File: src/rtl/mem_arbiter_pkg.sv
// Shared types for the two-port memory arbiter (package riscv_defs).
package riscv_defs;

  localparam int unsigned XLEN  = 32;
  localparam int unsigned CNT_W = 8;

  typedef enum logic [1:0] {
    IDLE = 2'd0,
    WAIT = 2'd1,
    RESP = 2'd2
  } arb_state_t;

  typedef enum logic {
    OWN_IF = 1'b0,
    OWN_D  = 1'b1
  } arb_owner_t;

  // Command captured from the winning requester at grant time.
  typedef struct packed {
    logic            we;
    logic [XLEN-1:0] addr;
    logic [XLEN-1:0] wdata;
  } mem_cmd_t;

endpackage

File: src/rtl/mem_arbiter_pick.sv
// Winner selection between fetch and data requesters.
// With both requesting, the one that was not granted last wins; tying
// last to OWN_IF gives fixed data-over-fetch priority.
module mem_arb_pick
  import riscv_defs::*;
(
  input  logic       if_req,
  input  logic       d_req,
  input  arb_owner_t last,
  output arb_owner_t winner
);

  // Pick the winner from the live requests and the last-granted owner.
  always_comb begin
    winner = OWN_D;
    if (if_req && d_req) begin
      winner = (last == OWN_D) ? OWN_IF : OWN_D;
    end else if (if_req) begin
      winner = OWN_IF;
    end
  end

endmodule

File: src/rtl/mem_arbiter.sv
// Arbitrates a fetch port and a data port onto one memory port.
// Optional macro MEM_ARB_RR_EN: round-robin tie-break instead of data priority.
module mem_arbiter
  import riscv_defs::*;
#(
  parameter int unsigned MAX_WAIT = 15
) (
  input  logic            clk,
  input  logic            rst,
  input  logic            if_req,
  input  logic [XLEN-1:0] if_addr,
  output logic            if_gnt,
  output logic            if_rvalid,
  output logic [XLEN-1:0] if_rdata,
  input  logic            d_req,
  input  logic            d_we,
  input  logic [XLEN-1:0] d_addr,
  input  logic [XLEN-1:0] d_wdata,
  output logic            d_gnt,
  output logic            d_rvalid,
  output logic [XLEN-1:0] d_rdata,
  output logic            mem_req,
  output logic            mem_we,
  output logic [XLEN-1:0] mem_addr,
  output logic [XLEN-1:0] mem_wdata,
  input  logic            mem_ready,
  input  logic [XLEN-1:0] mem_rdata,
  output logic            err
);

  localparam logic [CNT_W-1:0] WAIT_LIMIT = CNT_W'(MAX_WAIT);

  arb_state_t       state;
  arb_owner_t       owner;
  arb_owner_t       winner;
  logic [CNT_W-1:0] wait_cnt;
  logic [CNT_W-1:0] wait_cnt_inc;
  logic             any_req;
  logic             grant;
  logic             wait_done;
  logic             timeout;
  logic [XLEN-1:0]  resp_data;
  mem_cmd_t         sel_cmd;

`ifdef MEM_ARB_RR_EN
  arb_owner_t last;

  mem_arb_pick u_pick (
    .if_req (if_req),
    .d_req  (d_req),
    .last   (last),
    .winner (winner)
  );
`else
  mem_arb_pick u_pick (
    .if_req (if_req),
    .d_req  (d_req),
    .last   (OWN_IF),
    .winner (winner)
  );
`endif

  // Grants are combinational in IDLE and forced low while reset is held.
  assign any_req = if_req | d_req;
  assign grant   = !rst && (state == IDLE) && any_req;
  assign if_gnt  = grant && (winner == OWN_IF);
  assign d_gnt   = grant && (winner == OWN_D);

  // Command of the current winner; fetches are always reads.
  always_comb begin
    sel_cmd = '0;
    if (winner == OWN_D) begin
      sel_cmd.we    = d_we;
      sel_cmd.addr  = d_addr;
      sel_cmd.wdata = d_wdata;
    end else begin
      sel_cmd.we    = 1'b0;
      sel_cmd.addr  = if_addr;
      sel_cmd.wdata = '0;
    end
  end

  // WAIT exit: memory completion wins over a timeout in the same cycle.
  always_comb begin
    wait_cnt_inc = wait_cnt + CNT_W'(1);
    wait_done    = mem_ready || (wait_cnt_inc == WAIT_LIMIT);
    timeout      = !mem_ready;
    resp_data    = (mem_ready && !mem_we) ? mem_rdata : '0;
  end

  // Arbiter FSM with registered memory-side and response outputs.
  always_ff @(posedge clk or posedge rst) begin
    if (rst) begin
      state     <= IDLE;
      owner     <= OWN_IF;
      wait_cnt  <= '0;
      mem_req   <= 1'b0;
      mem_we    <= 1'b0;
      mem_addr  <= '0;
      mem_wdata <= '0;
      if_rvalid <= 1'b0;
      if_rdata  <= '0;
      d_rvalid  <= 1'b0;
      d_rdata   <= '0;
      err       <= 1'b0;
`ifdef MEM_ARB_RR_EN
      last      <= OWN_IF;
`endif
    end else begin
      case (state)
        IDLE: begin
          if (any_req) begin
            state     <= WAIT;
            owner     <= winner;
            wait_cnt  <= '0;
            mem_req   <= 1'b1;
            mem_we    <= sel_cmd.we;
            mem_addr  <= sel_cmd.addr;
            mem_wdata <= sel_cmd.wdata;
`ifdef MEM_ARB_RR_EN
            last      <= winner;
`endif
          end
        end
        WAIT: begin
          if (wait_done) begin
            state   <= RESP;
            mem_req <= 1'b0;
            mem_we  <= 1'b0;
            err     <= timeout;
            if (owner == OWN_IF) begin
              if_rvalid <= 1'b1;
              if_rdata  <= resp_data;
            end else begin
              d_rvalid <= 1'b1;
              d_rdata  <= resp_data;
            end
          end else begin
            wait_cnt <= wait_cnt_inc;
          end
        end
        RESP: begin
          state     <= IDLE;
          if_rvalid <= 1'b0;
          if_rdata  <= '0;
          d_rvalid  <= 1'b0;
          d_rdata   <= '0;
          err       <= 1'b0;
        end
        default: begin
          state <= IDLE;
        end
      endcase
    end
  end

endmodule

File: config.mk
export PLATFORM = sky130hd
export DESIGN_NAME = mem_arbiter
export DESIGN_NICKNAME = d
export VERILOG_FILES = /design/src/rtl/mem_arbiter_pkg.sv /design/src/rtl/mem_arbiter_pick.sv /design/src/rtl/mem_arbiter.sv
export SDC_FILE = /design/constraint.sdc
export NUM_CORES = 1
export LEC_CHECK = 0
export BUFFER_PORTS_ARGS = -buffer_cell sky130_fd_sc_hd__buf_2
export CAP_MARGIN = 10
export CORE_MARGIN = 10
export CORE_UTILIZATION = 45
export CTS_BUF_LIST = sky130_fd_sc_hd__clkbuf_2 sky130_fd_sc_hd__clkbuf_4 sky130_fd_sc_hd__clkbuf_8
export CTS_CLUSTER_DIAMETER = 50
export DETAILED_ROUTE_END_ITERATION = 6
export PLACE_DENSITY = 0.75
export SYNTH_ARGS = -nofsm -noshare
export SYNTH_HDL_FRONTEND = slang
export SYNTH_SLANG_ARGS = --single-unit
File: constraint.sdc
create_clock -name clk -period 4.3 [get_ports clk]
set_input_delay 0.43 -clock clk [delete_from_list [all_inputs] [get_ports clk]]
set_output_delay 0.43 -clock clk [all_outputs]
set_load 0.005 [all_outputs]
==> out/qor.yml <==
synth:
  synth-compound-area-share_pct: 25.0
  synth_ff_type: "dfrtp_1"
  synth-xor-area-share_pct: 0
  yosys.area_share.simple_pct: 15.0
  syn-cell-area_sq_mm: 0.00660
  synth_cell_types: 41
  muxShareOfSynthArea_pct: 0.910
  synthArstFlopShare_pct: 100
  ys_seq_area_share_pct: 54.6
  synth_nets: 824
  synth-seq-cells: 144
  synth_cells: 688
  yosysWarnings: 0
  synthAdderAreaFrac_pct: 0.379
  synth-edff-count: 0
  synth_top_family_by_area: "compound AO/OA/AOI/OAI gates"
  syn_avg_cell_area_sq_um: 9.59
clock_tree:
  numCtsBuffers: 17
  numClockSinks: 144
  clkTransAtPathRegs_ns: 0.08
  cts.path.max_buffers: 2
  h-tree-depth: 4
  clk-insertion-delay-late_ns: 0.44
  ctsResizeCount: 0
  cts_tree: "done"
  cts_hold_buffers: 1
  post_cts_buffers: 0
  cts-root-buf: "clkbuf_8"
timing:
  tightest_slew_ns: 1.11
  fin_crit_sh_pct: 63.2
  clock.fmax_ghz: 0.368
  slew_headroom_pct: 26.3
  slew_violations: 0
  layout_min_cycle_time_ns: 2.72
  setup_viol: 0
  setup-tns-final_ns: 0
  rsz0062_at_grt: "no"
  hold_viol: 0
  fin_skew_ns: 0.0105
  holdWs_ns: 0.204
worst_hold_path:
  min_path_type: "in -> reg"
setup_path:
  startpoint_type: "flop"
  critical_path_class: "reg -> reg"
  critical-path-top-delay-family: "compound AO/OA/AOI/OAI gates"
  crit_path_cell_trace: "ha_1 -> nand3_2 -> or3_1 -> and3_4 -> o21ai_4 -> buf_12 -> a31oi_1"
  worst_path_max_delay_cell: "o21ai_4"
  crit_buf_inv: 1
  required_ns: 4.58
  max_stage_delay_ns: 0.65
  cp.arrival_ns: 3.00
  critPathMaxFanout: 39
  crit_path_end_kind: "flop"
routing:
  drtPass1Iterations: 6
  vias: 6025
  viasPerCell: 5.35
  routed_wirelength_mm: 20.5
  wire_per_inst_um: 18.2
  antenna_left: 0
  drtIter0Drc: 478
  drc: 0
run_status:
  outcome: "finished, final reports clean"
grt:
  grt_pass1_vias: 6029
  grt_overflow_total: 0
  grt_first_pass_wirelength_mm: 32.2
  antenna_found_initial: 5
  grt_usage_pct: 19.9
  grt_max_degree: 132
floorplan:
  start_util_pct: 45.6
  die_area_sq_mm: 0.0199
  die_x_um: 141
  die_y_um: 141
  core_sq_mm: 0.0145
  ioPinCount: 269
  row_count: 44
power_and_ir_drop:
  power_leakage_nw: 4.71
  ir_drop_uv: 323
  power_mw: 5.84
  power-per-cell-area_mw_per_mm2: 684
flow_run:
  max_cap_violations: 0
place:
  gp_congestion: 0.840
  placed_cells: 1090
  dp_hpwl_mm: 14.6
  io_buffers: 268
finish:
  fillers: 1268
  layout-drive-gt1-share_pct: 34.4
  syn2layout_area_growth_pct: 29.3
  fin_cells: 1126
  final_nets: 1062
[synth_stat cells (3+ instances only)]
cell type    n  area [sq um]
buf_2       16          80.1
or3_1        4          25.0
mux2i_1      6          60.1
a21oi_1      6          30.0
nor3_1       3          15.0
nand3_1     10          50.1
and2_1       5          31.3
a31oi_1     66           413
a21o_1      65           488
nor2_1       9          33.8
clkbuf_1    39           146
o22ai_1     28           175
dfrtp_1    144          3600
a22o_1      34           298
inv_1        3          11.3
nand2_1    178           668
o21ai_0     39           195
[worst register-to-register path, stage by stage, from the launching register on]
cell	delay [ns]
dfrtp_1	0.48
ha_1	0.30
nand3_2	0.13
or3_1	0.40
and3_4	0.19
o21ai_4	0.65
buf_12	0.30
a31oi_1	0.12
[through the flow]
step,utilization [%],worst slack (ns),cell area [sq um]
after floorplan,-,0.786,6610
after global placement,55.6,1.66,8050
after detailed placement,55.6,1.58,8050
after CTS,58.9,1.57,8530
after global routing,58.9,1.35,8530
final,58.9,1.58,8530
[placed cells by master (no fill, tap or decap), types with 3 or more instances in the layout]
| cell | synthesis | layout |
|---|---|---|
| buf_2 | 16 | 268 |
| nand2_1 | 178 | 178 |
| dfrtp_1 | 144 | 144 |
| a31oi_1 | 66 | 66 |
| a21o_1 | 65 | 65 |
| o21ai_0 | 39 | 38 |
| a22o_1 | 34 | 34 |
| o22ai_1 | 28 | 28 |
| clkbuf_8 | 0 | 17 |
| nand3_1 | 10 | 10 |
| nor2_1 | 9 | 8 |
| buf_4 | 1 | 7 |
| a21oi_1 | 6 | 6 |
| mux2i_1 | 6 | 6 |
| bufinv_16 | 0 | 5 |
| and2_1 | 5 | 4 |
| or3_1 | 4 | 4 |
| inv_6 | 0 | 4 |
| diode_2 | 0 | 3 |
| nor3_1 | 3 | 3 |
[cell type report]
type | instances | area, sq um | share of cell area (%)
multi-input combinational | 481 | 2760 | 32.4
tap | 184 | 230 | 2.70
clock inverter | 14 | 226 | 2.65
inverter | 4 | 18.8 | 0.220
sequential | 144 | 3600 | 42.2
antenna | 3 | 7.51 | 0.0880
timing repair buffer | 278 | 1440 | 16.9
clock buffer | 18 | 241 | 2.83
[worst paths after layout]
| kind | from | endpoint | slack [ns] | cells past startpoint |
|---|---|---|---|---|
| min in group asynchronous | rst | mem_wdata[5] | 0.55 | 3 |
| hold / removal | d_wdata[9] | mem_wdata[9] | 0.20 | 2 |
| hold reg to reg | mem_addr[8] | mem_addr[8] | 0.48 | 2 |
| setup / recovery | wait_cnt[0] | if_rdata[28] | 1.58 | 7 |
| setup reg to reg | wait_cnt[0] | if_rdata[28] | 1.58 | 7 |
| max in group asynchronous | rst | d_rdata[16] | 2.75 | 4 |
[flip-flops by register name, summed over array words and instances (netlist names)]
| register | count |
|---|---|
| mem_wdata | 32 |
| owner | 1 |
| mem_req | 1 |
| mem_addr | 32 |
| if_rvalid | 1 |
| if_rdata | 32 |
| d_rdata | 32 |
| state | 2 |
| err | 1 |
| d_rvalid | 1 |
| mem_we | 1 |
| wait_cnt | 8 |
[cell families after synthesis]
| logic type | Yosys count |
|---|---|
| buf+inv | 63 |
| fa+ha+maj | 2 |
| mux | 6 |
| flops | 144 |
| compound gates | 244 |
| simple gates | 229 |
[report_power, final]
| part | switching [mW] | internal, mW | leakage [nW] |
|---|---|---|---|
| clock | 0.547 | 0.710 | 0.234 |
| sequential | 0.382 | 1.92 | 1.88 |
| combinational | 1.24 | 1.04 | 2.60 |
| total | 2.17 | 3.67 | 4.71 |
[routing by layer]
layer	up-vias	GRT usage, %	part of all wire [%]
met2	243	31.3	47
met1	2810	23.9	41
li1	2940	-	-
met3	26	8.30	9.8
met5	-	0	0.19
met4	6	6.90	1.7
(Power assumes the default switching activity.)
